File: config.mk
export PLATFORM = sky130hd
export DESIGN_NAME = transmit
export DESIGN_NICKNAME = d
export VERILOG_FILES = /design/src/rtl/transmit.sv
export SDC_FILE = /design/constraint.sdc
export NUM_CORES = 1
export LEC_CHECK = 0
export BUFFER_PORTS_ARGS = -buffer_cell sky130_fd_sc_hd__buf_2
export CORE_MARGIN = 2
export CORE_UTILIZATION = 29
export CTS_BUF_LIST = sky130_fd_sc_hd__clkbuf_16
export DETAILED_ROUTE_END_ITERATION = 16
export PLACE_DENSITY = 0.44
export SLEW_MARGIN = 10
export SYNTH_ARGS = -nofsm -noshare
export SYNTH_HDL_FRONTEND = slang
export SYNTH_SLANG_ARGS = --single-unit
File: constraint.sdc
create_clock -name tick -period 1.7 [get_ports tick]
set_input_delay 0.17 -clock tick [delete_from_list [all_inputs] [get_ports tick]]
set_output_delay 0.17 -clock tick [all_outputs]
set_load 0.005 [all_outputs]
File: src/rtl/transmit.sv
// UART transmitter: serialises a parallel word as start bit, LSB-first data,
// then stop bit(s) on a line that idles high. Pairs with the receive block.
module transmit #(
  parameter int bits        = 8,
  parameter int ticksPerBit = 16,
  parameter int stopBits    = 1
) (
  input  logic            tick,
  input  logic            rstN,
  input  logic            en,
  input  logic            start,
  input  logic [bits-1:0] in,
  output logic            out,
  output logic            done,
  output logic            busy,
  output logic            error,
  output logic [1:0]      dbg_state
);

  localparam int CW = $clog2(ticksPerBit);
  localparam int IW = $clog2(bits);
  localparam logic [CW-1:0] cnt_last  = CW'(ticksPerBit - 1);
  localparam logic [IW-1:0] idx_last  = IW'(bits - 1);
  localparam logic [IW-1:0] stop_last = IW'(stopBits - 1);

  typedef enum logic [1:0] {idle, startBit, dataBits, stopBit} state_t;

  state_t          state, state_n;
  logic [CW-1:0]   cnt, cnt_n;
  logic [IW-1:0]   idx, idx_n, idx_inc;
  logic [bits-1:0] data, data_n;
  logic            out_n, done_n, busy_n, error_n;

  assign dbg_state = state;
  assign idx_inc   = idx + 1'b1;

  always_ff @(posedge tick or negedge rstN) begin
    if (!rstN) begin
      state <= idle;
      cnt   <= '0;
      idx   <= '0;
      data  <= '0;
      out   <= 1'b1;
      done  <= 1'b0;
      busy  <= 1'b0;
      error <= 1'b0;
    end else begin
      state <= state_n;
      cnt   <= cnt_n;
      idx   <= idx_n;
      data  <= data_n;
      out   <= out_n;
      done  <= done_n;
      busy  <= busy_n;
      error <= error_n;
    end
  end

  // idx doubles as the stop-bit period counter once the data bits are out.
  always_comb begin
    state_n = state;
    cnt_n   = cnt;
    idx_n   = idx;
    data_n  = data;
    out_n   = out;
    busy_n  = busy;
    done_n  = 1'b0;
    error_n = 1'b0;
    case (state)
      idle: begin
        out_n  = 1'b1;
        busy_n = 1'b0;
        if (en && start) begin
          data_n  = in;
          busy_n  = 1'b1;
          out_n   = 1'b0;
          cnt_n   = '0;
          idx_n   = '0;
          state_n = startBit;
        end
      end
      startBit: begin
        if (cnt == cnt_last) begin
          cnt_n   = '0;
          idx_n   = '0;
          out_n   = data[0];
          state_n = dataBits;
        end else begin
          cnt_n = cnt + 1'b1;
        end
      end
      dataBits: begin
        if (cnt == cnt_last) begin
          cnt_n = '0;
          if (idx == idx_last) begin
            idx_n   = '0;
            out_n   = 1'b1;
            state_n = stopBit;
          end else begin
            idx_n = idx_inc;
            out_n = data[idx_inc];
          end
        end else begin
          cnt_n = cnt + 1'b1;
        end
      end
      stopBit: begin
        out_n = 1'b1;
        if (cnt == cnt_last) begin
          cnt_n = '0;
          if (idx == stop_last) begin
            idx_n   = '0;
            busy_n  = 1'b0;
            done_n  = 1'b1;
            state_n = idle;
          end else begin
            idx_n = idx_inc;
          end
        end else begin
          cnt_n = cnt + 1'b1;
        end
      end
      default: state_n = idle;
    endcase
    // A request that arrives while a frame is in flight is dropped.
    if (state != idle && start) error_n = 1'b1;
  end

endmodule

== Word-level counts from Yosys, hierarchy flattened ==
Cells that the tools add are included.

* Magnitude comparators: 1
* Add/sub/neg operators: 2
* Muxes and demuxes: 32
* Reduce and logical (&&, ||, !) cells: 12
* Equal/unequal tests: 11

{| class="wikitable"
|+ Operators with widths
! cell !! count
|-
| $mux 3 || 6
|-
| $mux 1 || 12
|-
| $mux 2 || 6
|-
| $ne 2x2->1 const B || 6
|-
| $pmux 3 s4 || 1
|-
| $mux 4 || 2
|-
| $pmux 2 s4 || 1
|-
| $pmux 4 s2 || 1
|-
| $reduce_and 6->1 || 1
|-
| $add 4x1->4 const B || 1
|-
| $eq 2x2->1 const B || 2
|-
| $eq 4x4->1 const B || 1
|-
| $lt 3x4->1 const B || 1
|-
| $pmux 1 s4 || 1
|-
| $reduce_and 2->1 || 2
|-
| $reduce_and 4->1 || 1
|-
| $reduce_bool 2->1 || 2
|-
| $add 3x1->3 const B || 1
|-
| $bmux 1 s3 || 1
|-
| $eq 3x3->1 const B || 1
|-
| $logic_not 3->1 || 1
|-
| $reduce_and 3->1 || 1
|-
| $reduce_or 3->1 || 1
|-
| $eq 2x1->1 const B || 1
|-
| other kinds (3) || 4
|}

* Word-level logic and storage cells: 66
* Input port bits: 12
* Output and inout bits: 6
* Register bits after elaboration: 21

== Longest topological paths before layout ==
* Depth after elaboration: 6
* Mapped depth: 6
* Gate-level depth less buffers: 6

== Worst setup path before layout ==
No wires, ideal clock.

* Path kind: register to register
* From: register idx[0]
* To: register out
* Stages on the path, launching flop included: 7
* Clock period less this slack: 1.849 ns
* Data required time: 1.615 ns
* Library setup time: 0.085 ns
* Arrival: 1.764 ns
* Path slack: -0.149 ns
* Buffers on the path: 0
* Cells stage by stage: dfrtp_1 inv_1 ha_1 mux4_1 mux2_2 o2111ai_1 o21ai_1

* Word-level cells in the longest chain between the ends: 6
* Elaborated cells on any way between the ends: 7
* Those cells by class: add/sub: 1; eq/ne: 1; mux: 5

{| class="wikitable"
|+ Ends and longest elaborated chain
! element !! RTL line !! text
|-
| start, declared || 30 || <nowiki>logic [IW-1:0] idx, idx_n, idx_inc;</nowiki>
|-
| start signal, assigned || 50 || <nowiki>idx <= idx_n;</nowiki>
|-
| $add 3x1->3 || 35 || <nowiki>assign idx_inc = idx + 1'b1;</nowiki>
|-
| $bmux 1 s3 || 101 || <nowiki>out_n = data[idx_inc];</nowiki>
|-
| $mux 1 (implied by the code) || 101 ||
|-
| $mux 1 (*) || 95 || <nowiki>if (idx == idx_last) begin</nowiki>
|-
| $mux 1 (*) || 93 || <nowiki>if (cnt == cnt_last) begin</nowiki>
|-
| $pmux 1 s4 (*) || 69 || <nowiki>case (state)</nowiki>
|-
| end signal, assigned || 52 || <nowiki>out <= out_n;</nowiki>
|-
| end, declared || 13 || <nowiki>output logic out,</nowiki>
|}

Every way passes the cells marked *; elsewhere a longest branch is shown, timed or not. The select of a mux whose other input is x is not followed.
A chain may end at the register's enable or synchronous reset.

== Worst setup path in the final report ==
Same ends and word-level chain as after synthesis.

==> impl_metrics.prom <==
# TYPE chip_impl_metric gauge
chip_impl_info{name="setup_repair_after_global_routing_missed_its_margin",value="true"} 1
chip_impl_info{name="reg2reg_from",value="idx[0]"} 1
chip_impl_metric{name="timing.critical_path.fanout_max",unit=""} 3
chip_impl_metric{name="hpwlAfterDp",unit="um"} 1740
chip_impl_metric{name="syn_area",unit="um^2"} 1120
chip_impl_metric{name="drc",unit=""} 0
chip_impl_metric{name="dr_total_vias",unit=""} 819
chip_impl_metric{name="route.antenna.remaining_nets",unit=""} 0
chip_impl_metric{name="syn2layout_area_growth",unit="%"} 37.5
chip_impl_metric{name="totalWireLength",unit="um"} 2270
chip_impl_metric{name="die_width",unit="um"} 66.2
chip_impl_metric{name="timing.final.ws_setup",unit="ps"} -118
chip_impl_metric{name="clk-insertion-delay-late",unit="ps"} 250
chip_impl_metric{name="timing.final.hold_violations",unit=""} 0
chip_impl_metric{name="r2r_cells",unit=""} 6
chip_impl_metric{name="grt_first_pass_wirelength",unit="um"} 4000
chip_impl_metric{name="power_density",unit="nW/um^2"} 658
chip_impl_metric{name="pnr_total_power",unit="mW"} 1.01
chip_impl_metric{name="antenna_found_initial",unit=""} 0
chip_impl_metric{name="worst_vdd_rail_ir_drop",unit="V"} 0.000295
chip_impl_info{name="timing_worst_setup_path_type",value="reg -> reg"} 1
chip_impl_metric{name="buffer_ports.inserted",unit=""} 17
chip_impl_info{name="top_delay_family_on_crit_path",value="multiplexers"} 1
chip_impl_metric{name="synth-compound-area-share",unit="%"} 11.8
chip_impl_metric{name="dr.pass1.iters",unit=""} 3
chip_impl_metric{name="synth.top_cell.area_share",unit="%"} 44.6
chip_impl_info{name="crit_path_end",value="out"} 1
chip_impl_metric{name="top_level_ports",unit=""} 18
chip_impl_info{name="root_buffer",value="clkbuf_16"} 1
chip_impl_metric{name="route.detailed.wl_per_inst",unit="um"} 12.7
chip_impl_metric{name="detail_route.vias_per_cell",unit=""} 4.58
chip_impl_metric{name="critical_path_buf_inv_count",unit=""} 1
chip_impl_info{name="timing.critical_path.slowest_stage_cell",value="mux4_2"} 1
chip_impl_metric{name="ys_types",unit=""} 29
chip_impl_metric{name="post_synth_mux_area_share",unit="%"} 16.5
chip_impl_metric{name="clock.fmax",unit="GHz"} 0.550
chip_impl_metric{name="dieHeight",unit="um"} 66.2
chip_impl_metric{name="cts_buffers",unit=""} 3
chip_impl_metric{name="cts-htree-levels",unit=""} 1
chip_impl_metric{name="first_global_vias",unit=""} 840
chip_impl_metric{name="core_region_area",unit="um^2"} 3690
chip_impl_metric{name="final_cell_count_without_fillers",unit=""} 179
chip_impl_metric{name="grt_start_max_net_pins",unit=""} 22
chip_impl_metric{name="clock_skew",unit="ps"} 2.84
chip_impl_metric{name="path_clk_slew",unit="ps"} 60
chip_impl_metric{name="worstSetupPathDepth",unit=""} 6
chip_impl_metric{name="final.fill_count",unit=""} 373
chip_impl_metric{name="routabilityCongestion",unit=""} 0.696
chip_impl_metric{name="avgSynthCellArea",unit="um^2"} 11.7
chip_impl_info{name="worstHoldPathType",value="in -> reg"} 1
chip_impl_info{name="tritoncts",value="built"} 1
chip_impl_metric{name="xor_and_xnor_fraction_of_the_mapped_netlist_area",unit="%"} 0
chip_impl_metric{name="global_route.overflow_total",unit=""} 0
chip_impl_metric{name="die_area",unit="um^2"} 4380
chip_impl_metric{name="detail_route.iter0.violations",unit=""} 4
chip_impl_metric{name="worst-endpoint-arrival",unit="ps"} 1990
chip_impl_info{name="start_kind",value="flip-flop"} 1
chip_impl_metric{name="drive_gt1_share",unit="%"} 47.3
chip_impl_metric{name="post_synth_fa_ha_maj_area_fraction",unit="%"} 10.0
chip_impl_info{name="run_status",value="finished, violations left"} 1
chip_impl_info{name="synth_top_cell_by_area",value="dfrtp_1"} 1
chip_impl_metric{name="slew_violations",unit=""} 0
chip_impl_info{name="failed_checks",value="negative setup slack"} 1
chip_impl_metric{name="total_leakage_power",unit="nW"} 0.762
chip_impl_info{name="timing.critical_path.to_type",value="flip-flop"} 1
chip_impl_metric{name="dpl_cell_area",unit="um^2"} 1400
chip_impl_metric{name="max_stage_delay",unit="ps"} 480
chip_impl_metric{name="ys_seq_elements",unit=""} 21
chip_impl_info{name="layout_commonest_cell",value="dfrtp_1"} 1
chip_impl_metric{name="r2r_setup_slack",unit="ps"} -120
chip_impl_info{name="ordered_list_of_cells_on_the_worst_path",value="inv_2 > ha_4 > mux4_2 > mux2_4 > o2111ai_2 > o21ai_1"} 1
chip_impl_metric{name="ys.warnings.count",unit=""} 0
chip_impl_metric{name="finalNetCount",unit=""} 153
chip_impl_metric{name="final_min_period_over_clock_period",unit="%"} 107
chip_impl_metric{name="post_synth_net_total",unit=""} 117
chip_impl_info{name="layout.cells.most_common_list",value="dfrtp_1, buf_2, buf_4, mux2_2, o21ai_0"} 1
chip_impl_metric{name="maxSlewHeadroom",unit="%"} 68.2
chip_impl_metric{name="synth_simple_gate_area_share",unit="%"} 11.8
chip_impl_metric{name="placed_cells",unit=""} 173
chip_impl_metric{name="period_needed",unit="ps"} 1820
chip_impl_metric{name="seq_area_frac_synth",unit="%"} 47.0
chip_impl_metric{name="grt_use_total",unit="%"} 12.3
chip_impl_metric{name="crit_required",unit="ps"} 1870
chip_impl_metric{name="floorplan.initialDensity",unit="%"} 30.4
chip_impl_metric{name="smallest_hold_slack",unit="ps"} 148
chip_impl_info{name="worst_r2r_endpoint",value="out"} 1
chip_impl_metric{name="clockBufferDepth",unit=""} 2
chip_impl_info{name="worstSetupStartpoint",value="idx[0]"} 1
chip_impl_metric{name="floorplan.rows",unit=""} 22
chip_impl_metric{name="clock_sinks",unit=""} 21
chip_impl_metric{name="timing_worst_slew_pin_value",unit="ps"} 476
chip_impl_metric{name="post_synth_inst_count",unit=""} 96
chip_impl_metric{name="final_area",unit="um^2"} 1540
chip_impl_metric{name="max-cap-violations",unit=""} 0
chip_impl_metric{name="diodes",unit=""} 0
chip_impl_info{name="combinational_family_with_the_most_area_after_synthesis",value="multiplexers"} 1
chip_impl_metric{name="dp_worst_setup_slack",unit="ps"} -228
chip_impl_info{name="synth_area_leaders",value="dfrtp_1, ha_1, mux2_2"} 1
chip_impl_metric{name="setup_violations",unit=""} 1
## sequential cells by signal, indices dropped and copies added, names as in the netlist
register / count
busy: 1
cnt: 4
data: 8
dbg_state: 2
done: 1
error: 1
idx: 3
out: 1
## kinds of logic after synthesis
family | count (synthesis)
flops | 21
fa+ha+maj | 9
mux | 14
buf+inv | 8
simple gates | 24
compound gates | 20
## through the flow
step | utilization, % | TNS (ps)
CTS | 41.1 | -124
global placement | 38.0 | -134
floorplan | - | -94.9
detailed placement | 38.0 | -228
global route | 41.8 | -235
finish | 41.8 | -118
## cells in the mapped netlist (all sizes together)
master,number
nor2,3
nor4,1
nand2b,3
a21o,3
mux2i,2
inv,7
o2111ai,1
nand2,5
or2b,1
dfrtp,20
o21ai,7
ha,9
and3,1
mux4,2
a21oi,4
a21boi,1
nand3,3
o22ai,1
mux2,10
nor3,5
and4b,1
nor2b,1
a2bb2oi,1
a211o,1
buf,1
dfstp,1
o21bai,1
## repair_timing
item | in CTS | in global routing
setup buffers | 1 | 0
pin swaps | 2 | 1
hold buffers | 1 | 0
endpoints found under the setup margin | 1 | 5
gates resized for setup | 3 | 5
hold endpoints to repair | 20 | 0
## metal layers
layer	GRT usage, %	wire, um	vias up
li1	-	-	412
met1	16.2	1070	393
met2	19.5	1110	12
met3	2.04	75	2
met4	6.12	23	0
met5	0	0	-
## worst min path at each step
stage | start | end | slack (ps) | depth (start not counted)
3_3_place_gp | rstN | cnt[1] | 160 | 1
4_1_cts | in[0] | data[0] | 140 | 2
3_5_place_dp | rstN | cnt[1] | 160 | 1
6_report | in[0] | data[0] | 150 | 2
2_1_floorplan | rstN | busy | -130 | 0
5_1_grt | in[5] | data[5] | 150 | 2
## worst reg2reg max path: stages, from the launching register on
cell	delay, ps
dfrtp_1	390
inv_2	70
ha_4	280
mux4_2	480
mux2_4	280
o2111ai_2	160
o21ai_1	90
## power breakdown
part	internal [mW]	total (mW)	switching, mW
combinational	0.0118	0.0275	0.0157
sequential	0.501	0.502	0.000200
clock	0.313	0.485	0.172
total	0.826	1.01	0.188
## cell type report
| class | instances | area, um^2 | share of cell area [%] |
|---|---|---|---|
| multi-input cells | 67 | 649 | 42.1 |
| flip-flops and latches | 21 | 527 | 34.2 |
| repair buffers | 32 | 200 | 13.0 |
| clock buffers | 3 | 75.1 | 4.87 |
| well taps | 48 | 60.1 | 3.90 |
| inverters | 7 | 26.3 | 1.70 |
| clock inverters | 1 | 3.75 | 0.244 |
Note: power is estimated with default switching activity, not from simulation.
